## src/rtl/riscv_store_monitor.sv

```systemverilog
// riscv_store_monitor
//   Self-check monitor for RV32I pipeline test programs. Watches the
//   data-memory store bus and compares each store against NUM_CHK
//   programmable address/expected-data channels, then reports PASS,
//   FAIL (with the failing channel and data) or TIMEOUT, plus a RUN
//   cycle count.
//
// Ports
//   clk        in   clock, rising edge
//   rst_n      in   asynchronous active-low reset
//   start      in   pulse: arm monitor, clear results, enter RUN
//   chk_en     in   per-channel enable, captured on start
//   chk_addr   in   packed check addresses, ch i at [i*ADDR_W +: ADDR_W]
//   chk_data   in   packed expected data, same packing
//   memwrite   in   store strobe from the pipeline
//   dataadr    in   store address
//   writedata  in   store data
//   state      out  0 IDLE, 1 RUN, 2 PASS, 3 FAIL, 4 TIMEOUT
//   done       out  high in PASS/FAIL/TIMEOUT
//   pass       out  high only in PASS
//   hit_mask   out  channels that received a correct store
//   fail_chan  out  lowest channel index of the first mismatch
//   fail_data  out  writedata of the first mismatch
//   cycles     out  RUN cycles elapsed, frozen on exit from RUN
module riscv_store_monitor #(
   parameter int DATA_W      = 32,
   parameter int ADDR_W      = 32,
   parameter int NUM_CHK     = 4,
   parameter int CNT_W       = 16,
   parameter int TIMEOUT_CYC = 300,
   parameter int STOP_ON_ERR = 1
) (
   input  logic                      clk,
   input  logic                      rst_n,
   input  logic                      start,
   input  logic [NUM_CHK-1:0]        chk_en,
   input  logic [NUM_CHK*ADDR_W-1:0] chk_addr,
   input  logic [NUM_CHK*DATA_W-1:0] chk_data,
   input  logic                      memwrite,
   input  logic [ADDR_W-1:0]         dataadr,
   input  logic [DATA_W-1:0]         writedata,
   output logic [2:0]                state,
   output logic                      done,
   output logic                      pass,
   output logic [NUM_CHK-1:0]        hit_mask,
   output logic [3:0]                fail_chan,
   output logic [DATA_W-1:0]         fail_data,
   output logic [CNT_W-1:0]          cycles
);

   localparam logic [2:0] ST_IDLE    = 3'd0;
   localparam logic [2:0] ST_RUN     = 3'd1;
   localparam logic [2:0] ST_PASS    = 3'd2;
   localparam logic [2:0] ST_FAIL    = 3'd3;
   localparam logic [2:0] ST_TIMEOUT = 3'd4;

   localparam logic [CNT_W-1:0] CNT_MAX  = {CNT_W{1'b1}};
   localparam logic [CNT_W-1:0] CNT_LAST = CNT_W'(TIMEOUT_CYC - 1);
   localparam logic             STOP_EN  = (STOP_ON_ERR != 0);

   // shadow copies of the channel programming, frozen at start
   logic [NUM_CHK-1:0]        en_r;
   logic [NUM_CHK*ADDR_W-1:0] addr_r;
   logic [NUM_CHK*DATA_W-1:0] data_r;
   // channels that have seen at least one mismatching store, and any-error flag
   logic [NUM_CHK-1:0]        errch_r;
   logic                      err_r;

   logic                      run_store_s;
   logic [NUM_CHK-1:0]        hit_set_s;
   logic [NUM_CHK-1:0]        err_set_s;
   logic [3:0]                first_chan_s;
   logic [NUM_CHK-1:0]        nxt_hit_s;
   logic [NUM_CHK-1:0]        nxt_errch_s;
   logic                      nxt_err_s;
   logic                      all_written_s;
   logic                      all_hit_s;
   logic [CNT_W-1:0]          cyc_inc_s;
   logic [2:0]                next_state_s;

   assign run_store_s = memwrite && (state == ST_RUN);

   // Per-channel address match and data compare; descending scan so the lowest mismatching index wins
   always_comb begin
      hit_set_s    = '0;
      err_set_s    = '0;
      first_chan_s = 4'd0;
      for (int i = NUM_CHK - 1; i >= 0; i--) begin
         if (run_store_s && en_r[i] && (dataadr == addr_r[i*ADDR_W +: ADDR_W])) begin
            if (writedata == data_r[i*DATA_W +: DATA_W]) begin
               hit_set_s[i] = 1'b1;
            end else begin
               err_set_s[i] = 1'b1;
               first_chan_s = 4'(i);
            end
         end else begin
            hit_set_s[i] = 1'b0;
         end
      end
   end

   // Exit decision from RUN, evaluated on the post-store hit/error view
   always_comb begin
      nxt_hit_s     = hit_mask | hit_set_s;
      nxt_errch_s   = errch_r | err_set_s;
      nxt_err_s     = err_r | (|err_set_s);
      // a channel counts as written once it has seen any store, correct or not
      all_written_s = (((nxt_hit_s | nxt_errch_s) & en_r) == en_r);
      all_hit_s     = ((nxt_hit_s & en_r) == en_r);
      if (cycles == CNT_MAX) begin
         cyc_inc_s = cycles;
      end else begin
         cyc_inc_s = cycles + {{(CNT_W-1){1'b0}}, 1'b1};
      end
      if (nxt_err_s && STOP_EN) begin
         next_state_s = ST_FAIL;
      end else if (all_written_s && nxt_err_s) begin
         next_state_s = ST_FAIL;
      end else if (all_hit_s) begin
         next_state_s = ST_PASS;
      end else if (cycles == CNT_LAST) begin
         next_state_s = ST_TIMEOUT;
      end else begin
         next_state_s = ST_RUN;
      end
   end

   // Monitor state, shadow registers and all registered outputs
   always_ff @(posedge clk or negedge rst_n) begin
      if (!rst_n) begin
         en_r      <= '0;
         addr_r    <= '0;
         data_r    <= '0;
         errch_r   <= '0;
         err_r     <= 1'b0;
         state     <= ST_IDLE;
         done      <= 1'b0;
         pass      <= 1'b0;
         hit_mask  <= '0;
         fail_chan <= 4'd0;
         fail_data <= '0;
         cycles    <= '0;
      end else if (start && (state != ST_RUN)) begin
         en_r      <= chk_en;
         addr_r    <= chk_addr;
         data_r    <= chk_data;
         errch_r   <= '0;
         err_r     <= 1'b0;
         state     <= ST_RUN;
         done      <= 1'b0;
         pass      <= 1'b0;
         hit_mask  <= '0;
         fail_chan <= 4'd0;
         fail_data <= '0;
         cycles    <= '0;
      end else if (state == ST_RUN) begin
         hit_mask <= nxt_hit_s;
         errch_r  <= nxt_errch_s;
         err_r    <= nxt_err_s;
         cycles   <= cyc_inc_s;
         // only the first erroneous store is recorded
         if (!err_r && (|err_set_s)) begin
            fail_chan <= first_chan_s;
            fail_data <= writedata;
         end
         state <= next_state_s;
         done  <= (next_state_s != ST_RUN);
         pass  <= (next_state_s == ST_PASS);
      end else if (state > ST_TIMEOUT) begin
         // illegal encoding recovers to IDLE
         state <= ST_IDLE;
         done  <= 1'b0;
         pass  <= 1'b0;
      end
   end

endmodule

```

## config.mk

```make
export PLATFORM = sky130hd
export DESIGN_NAME = riscv_store_monitor
export DESIGN_NICKNAME = d
export VERILOG_FILES = /design/src/rtl/riscv_store_monitor.sv
export SDC_FILE = /design/constraint.sdc
export NUM_CORES = 1
export LEC_CHECK = 0
export CORE_ASPECT_RATIO = 1.5
export CORE_MARGIN = 2
export CORE_UTILIZATION = 40
export CTS_CLUSTER_DIAMETER = 30
export DETAILED_ROUTE_END_ITERATION = 10
export GPL_TIMING_DRIVEN = 0
export PLACE_DENSITY = 0.71
export SETUP_SLACK_MARGIN = 0.02
export SYNTH_ARGS = -nofsm -noshare
export SYNTH_HDL_FRONTEND = slang
export SYNTH_SLANG_ARGS = --single-unit
```

## constraint.sdc

```tcl
create_clock -name clk -period 4.4 [get_ports clk]
set_input_delay 0.88 -clock clk [delete_from_list [all_inputs] [get_ports clk]]
set_output_delay 0.88 -clock clk [all_outputs]
set_load 0.01 [all_outputs]
```

==> results.md, run 1 <==
- Critical path arrival: 4070 ps
- Unique masters post-synth: 59
- DR pass1 iterations: 6
- Die width: 168.4 um
- FF-to-FF setup slack: 920 ps
- Antenna-violating nets left: 0
- H-tree lvl count: 2
- Synth area leaders: dfrtp_1, nand2_1, xor2_1, xnor2_1, nand4_1
- Setup CP Type: in2reg
- Post-Syn Area: 16220 um^2
- Worst path required time: 4870 ps
- Multi-input logic area: 7463 um^2
- Post-Route Skew: 19.14 ps
- Cell-internal power: 8.382 mW
- CP endpoint kind: flip-flop
- Critical R2R Launch: data_r[76]$_DFFE_PN0P_
- EDFF count, synth: 0
- Final cycle utilization of the critical path: 0.8167
- Starting DRT DRC Count: 984
- Max-Cap Viols: 0
- Cts hold-fix bufs: 0
- Ys async rst share: 1.000
- Maximum VDD drop: 0.2954 mV
- Most common cell after layout, fill and taps aside: nand2_1
- DR vias/cell: 5.154
- Crit path max fanout: 10
- Syn avg cell area: 8.712 um^2
- LEAKAGE: 10.63 nW
- Most used DFF post-synth: dfrtp_1
- Via count: 14520
- # rows: 90
- Commonest non-fill, non-tap cells in the layout: nand2_1, clkdlybuf4s50_1, dfrtp_1
- First-pass GRT wire length: 90690 um
- Worst path top cell family by delay: simple AND/OR/NAND/NOR gates
- Outcome: completed
- Cell count after placement: 2716
- Initial core utilization: 0.4047
- Final setup fails: 0
- CTS buffer count: 52
- Congestion Overflow GR: 0
- Global Route Usage Sum: 0.2914
- CORE AREA: 40090 um^2
- Cell area power density: 603.6 nW/um^2
- Filler cells: 3541
- Layout area overhead: 36.70%
- Hold Path Class: in2async
- CP Launch Type: primary input
- WL/cell: 21.85 um
- Worst skew pair latency: 570 ps
- CTS-repair resized insts: 0
- Area of the die: 42210 um^2
- NetSw: 5.003 mW
- Initial antenna violation count: 3
- R2R Path End: fail_data[20]$_DFFE_PN0P_
- Final nets: 2593
- Clk slew on worst S/H paths: 60 ps
- Layout cells sized above 1: 0.06369
- Vias in the first global route: 15340
- Slew Limit Fails: 0
- Yosys top cell area share: 0.4936
- Sw Ratio: 0.3738
- Slowest-stage cell, CP: nor4_1
- Sequential area share after synthesis: 0.4936
- Root buffer cell: clkbuf_16
- Worst reg-to-reg path cell count: 8
- Port Buffers: 345
- Synth area leader: dfrtp_1
- Fin. Hold Viols: 0
- Detailed-route DRC error count: 0
- Total wire length: 61540 um
- Synth Register Bits: 320
- Reg area: 8008 um^2
- Clock Power Share: 0.311
- Die H: 250.6 um
- Sequential share of power: 0.381
- Power Total: 13.39 mW
- Slew @ Worst Pin: 1335 ps
- Post-synthesis cell count: 1862
- Final HPWL DP: 47890 um
- Final Critical Period: 3594 ps
- Clock Path Buffers: 3
- Post-CTS setup buffer count: 0
- CP bufs+invs: 2
- Total negative slack: 0 ps
- I/O pin cnt: 389
- Cells along the critical path: buf_4 -> xor2_1 -> nor4_1 -> nand4_1 -> nor2_4 -> nor2_2 -> o41ai_4 -> buf_6 -> mux2i_1
- RSZ-0062 raised after global routing: no
- Max Clk Rate: 278.3 MHz
- Comb pwr share: 0.309
- Largest net degree at the start of global routing: 128
- Warnings from Yosys: 0
- CTS sink cnt: 320
- Slew HR: 0.1102
- RePlAce Congestion: 0.9794
- CTS tree: yes
- Post-route insts no fill: 2817
- CP max stage delay: 800 ps
power groups by stage:
stage               logic (mW)  clock network (mW)  registers [mW]
finish                    4.13                4.16            5.09
global route              4.56                4.35            5.22
CTS                       4.11                4.22            5.09
detailed placement        4.06                   0            5.13
global placement          3.97                   0            5.10
floorplan                 2.67                   0            4.83
kinds of logic (layout without fill, tap and decap cells):
| logic type | after synthesis | in the layout | share of synthesized area |
|---|---|---|---|
| compound gates | 43 | 43 | 0.01836 |
| xor+xnor | 268 | 268 | 0.1452 |
| fa+ha+maj | 1 | 1 | 0.0007712 |
| buf+inv | 146 | 591 | 0.04651 |
| flops | 320 | 320 | 0.4936 |
| mux | 32 | 32 | 0.01975 |
| other cells | 1 | 5 | 0.0002312 |
| simple gates | 1051 | 1051 | 0.2756 |
flip-flops by register name, indices dropped and copies added (netlist names), 2 cells and up:
name / flops
state: 3
hit_mask: 4
data_r: 128
fail_chan: 2
fail_data: 32
cycles: 16
en_r: 4
addr_r: 128
per-stage QoR:
step,hold WS [ps],area (um^2),setup slack (ps),util
5_1_grt,418.3,22180,797.7,0.5532
3_3_place_gp,477.6,20310,-11190,0.5067
4_1_cts,399.9,22170,815.0,0.5530
2_1_floorplan,465.2,16230,1582,-
3_5_place_dp,482.4,20370,222.4,0.5082
6_report,342.8,22180,806.4,0.5532
worst max path at each step:
stage / end / startpoint / cells past startpoint
finish: fail_data[20]$_DFFE_PN0P_ / writedata[12] / 9
global route: fail_data[20]$_DFFE_PN0P_ / writedata[12] / 9
CTS: fail_data[15]$_DFFE_PN0P_ / writedata[12] / 9
detailed placement: fail_data[15]$_DFFE_PN0P_ / writedata[12] / 9
global placement: data_r[78]$_DFFE_PN0P_ / rst_n / 1
floorplan: fail_data[10]$_DFFE_PN0P_ / writedata[19] / 9
cells in the mapped netlist (all sizes together) (2+ instances only):
master and count:
mux2i 32, xnor2 102, and3 7, and4bb 2
o21ai 13, nor4bb 2, inv 35, nand4b 2
clkbuf 64, or2 3, nor3b 3, nor2b 5
dlygate4sd3 2, xor2 166, a21oi 8, or4 5
nor4 52, o22a 2, nor3 9, nand3 18
o22ai 4, nor2 36, nor4b 4, o2bb2ai 2
buf 44, a211oi 4, and4 6, nand2 831
nand4 59, nand2b 3, dfrtp 320, or3 2
cell type report:
cell class / instances / share of cell area
diodes: 3 / 0.0003385
repair buffers: 347 / 0.1584
clock buffers: 61 / 0.06297
well taps: 506 / 0.02855
flip-flops and latches: 320 / 0.3611
plain buffers: 111 / 0.02810
multi-input cells: 1397 / 0.3366
inverters: 35 / 0.005925
clock inverters: 37 / 0.01800
worst reg2reg max path: cells and delay by family, from the launching register on:
| kind | cells | cell delay, ps |
|---|---|---|
| muxes | 1 | 230 |
| and+or+nand+nor | 4 | 1490 |
| xor gates and xnor gates | 1 | 230 |
| DFF | 1 | 400 |
| AOI/OAI and AO/OA | 1 | 770 |
| buffers and inverters | 1 | 290 |
metal layers:
| metal | global-route usage | vias up | routed length (um) |
|---|---|---|---|
| li1 | - | 6766 | - |
| met1 | 0.2999 | 6912 | 21360 |
| met2 | 0.5298 | 624 | 31580 |
| met3 | 0.04234 | 217 | 3229 |
| met4 | 0.2207 | 0 | 5371 |
| met5 | 0 | - | 0 |
Power figures use the tool's default switching activity.
==> run 2: changes to the inputs <==
- PLACE_DENSITY: 0.71 -> 0.73
- clock period: 4.4 -> 3.1 ns (I/O delays scaled with it)
==> run 2 against run 1 <==
Against the previous run: non-clock buffer count increased by 1; register-to-register slack got worse by 700 ps; global-route usage about the same; largest power group unchanged.
==> results.md, run 2 (synthesis results as in run 1) <==
- Outcome: completed
- CP bufs+invs: 1
- H-tree lvl count: 2
- Root buffer cell: clkbuf_16
- Met2 global-route usage: 0.5333
- Clock Power Share: 0.341
- Cell count after placement: 2716
- Setup ws final: 92.59 ps
- CTS tree: yes
- Filler cells: 3593
- Slew Limit Fails: 0
- CORE AREA: 40090 um^2
- RSZ-0062 raised after global routing: no
- Commonest non-fill, non-tap cells in the layout: nand2_1, clkdlybuf4s50_1, dfrtp_1
- Final setup fails: 0
- Final Critical Period: 3007 ps
- CTS buffer count: 57
- WP depth: 8
- Fin. Hold Viols: 0
- Multi-input logic area: 7486 um^2
- CP max stage delay: 840 ps
- Slew @ Worst Pin: 1270 ps
- NetSw: 7.145 mW
- CP endpoint kind: flip-flop
- Worst skew pair latency: 580 ps
- Area of the die: 42210 um^2
- Slew HR: 0.1530
- Worst reg-to-reg path cell count: 7
- Max-Cap Viols: 0
- Antenna-violating nets left: 0
- Critical R2R Launch: state[1]$_DFFE_PN0P_
- Setup CP Type: in2reg
- Detailed-route DRC error count: 0
- Sequential share of power: 0.364
- Final cycle utilization of the critical path: 0.9701
- Worst path required time: 3550 ps
- Global Route Usage Sum: 0.2912
- Total negative slack: 0 ps
- Vias in the first global route: 15020
- Clk slew on worst S/H paths: 50 ps
- Clock Path Buffers: 3
- Most common cell after layout, fill and taps aside: nand2_1
- Met3 usage: 0.04140
- Worst path top cell family by delay: simple AND/OR/NAND/NOR gates
- Cell area power density: 881.3 nW/um^2
- Cells along the critical path: clkdlybuf4s50_1 -> xor2_1 -> or4_1 -> nor4_1 -> and3_1 -> a311oi_1 -> nand4bb_1 -> o2bb2ai_1
- Global routing usage on met1: 0.3012
- Via count: 14500
- I/O pin cnt: 389
- Post-Route Skew: 20.82 ps
- LEAKAGE: 10.81 nW
- Final nets: 2599
- # rows: 90
- CP Launch Type: primary input
- Hold Path Class: in2async
- Sw Ratio: 0.3603
- RePlAce Congestion: 0.9467
- Critical path arrival: 3460 ps
- Cell-internal power: 12.69 mW
- Layout cells sized above 1: 0.06862
- Congestion Overflow GR: 0
- Starting DRT DRC Count: 1170
- Post-route insts no fill: 2828
- Initial core utilization: 0.4047
- Layout area overhead: 38.72%
- Comb pwr share: 0.295
- Grt peak-use layer: met2
- Fin Hold WS: 46.57 ps
- Total wire length: 61930 um
- Initial antenna violation count: 5
- Max Clk Rate: 332.5 MHz
- First-pass GRT wire length: 90530 um
- Slowest-stage cell, CP: clkdlybuf4s50_1
- WL/cell: 21.90 um
- Maximum VDD drop: 0.4587 mV
- Reg area: 8008 um^2
- Top flop regs: addr_r: 128 flops, data_r: 128 flops, fail_data: 32 flops
- CTS sink cnt: 320
- Largest net degree at the start of global routing: 121
- Crit path max fanout: 4
- DR pass1 iterations: 5
- Die H: 250.6 um
- DR vias/cell: 5.127
- Port Buffers: 345
- Pre-CTS setup slack: -725.1 ps
- Final core occ: 0.5613
- Die width: 168.4 um
- Final HPWL DP: 48100 um
- R2R Path End: data_r[73]$_DFFE_PN0P_
- FF-to-FF setup slack: 220 ps
[run 2: cell types whose count changed in the layout (fill, tap and decap cells not counted), sizes merged]
cell	previous run	this run
bufinv	5	11
clkbuf	125	130
diode	3	5
inv	46	45
clkinvlp	10	5
buf	47	48
clkinv	11	14
clkdlybuf4s50	344	343
dlymetal6s2s	0	1
[run 2: per-stage QoR]
| stage | power [mW] | area, um^2 |
|---|---|---|
| final | 19.83 | 22500 |
| after global routing | 20.86 | 22500 |
| after CTS | 19.87 | 22480 |
| after detailed placement | 13.02 | 20370 |
| after global placement | 12.83 | 20310 |
| after floorplan | 10.63 | 16230 |
[run 2: final cells by class]
| type | count | area share |
|---|---|---|
| Timing Repair Buffer | 348 | 0.1571 |
| Multi-Input combinational cell | 1397 | 0.3327 |
| Inverter | 35 | 0.005838 |
| Antenna cell | 5 | 0.0005560 |
| Clock buffer | 66 | 0.06811 |
| Tap cell | 506 | 0.02813 |
| Clock inverter | 40 | 0.02402 |
| Sequential cell | 320 | 0.3559 |
| Buffer | 111 | 0.02769 |
[run 2: how the worst max path moves through the flow]
stage                   from                   endpoint
6_report         dataadr[15]       state[0]$_DFFE_PN0P_
5_1_grt          dataadr[10]   fail_data[9]$_DFFE_PN0P_
4_1_cts          dataadr[20]       state[0]$_DFFE_PN0P_
3_5_place_dp   writedata[12]   fail_data[9]$_DFFE_PN0P_
3_3_place_gp           rst_n     data_r[43]$_DFFE_PN0P_
2_1_floorplan  writedata[19]  fail_data[10]$_DFFE_PN0P_
[run 2: power groups by stage]
stage	Sequential, mW	Combinational (mW)	Clock [mW]
final	7.23	5.85	6.75
after global routing	7.39	6.46	7.00
after CTS	7.21	5.85	6.81
after detailed placement	7.26	5.76	0
after global placement	7.22	5.62	0
after floorplan	6.85	3.78	0
[run 2: worst reg2reg max path: cells and delay by family (launching register included)]
kind                   cells  cell delay (ps)
buffers and inverters      3             1690
DFF                        1              500
and+or+nand+nor            4              610
[run 2: per-layer routing]
layer	routed length (um)	part of all wire
met1	21350	0.34
met5	0	0
met3	3248	0.052
met2	32180	0.52
met4	5154	0.083
[run 2: what timing repair did]
action,in CTS,in global routing
hold buffers,0,0
setup endpoints to repair,32,24
pin swaps,1,0
gates resized for setup,3,2
buffers inserted,1,0
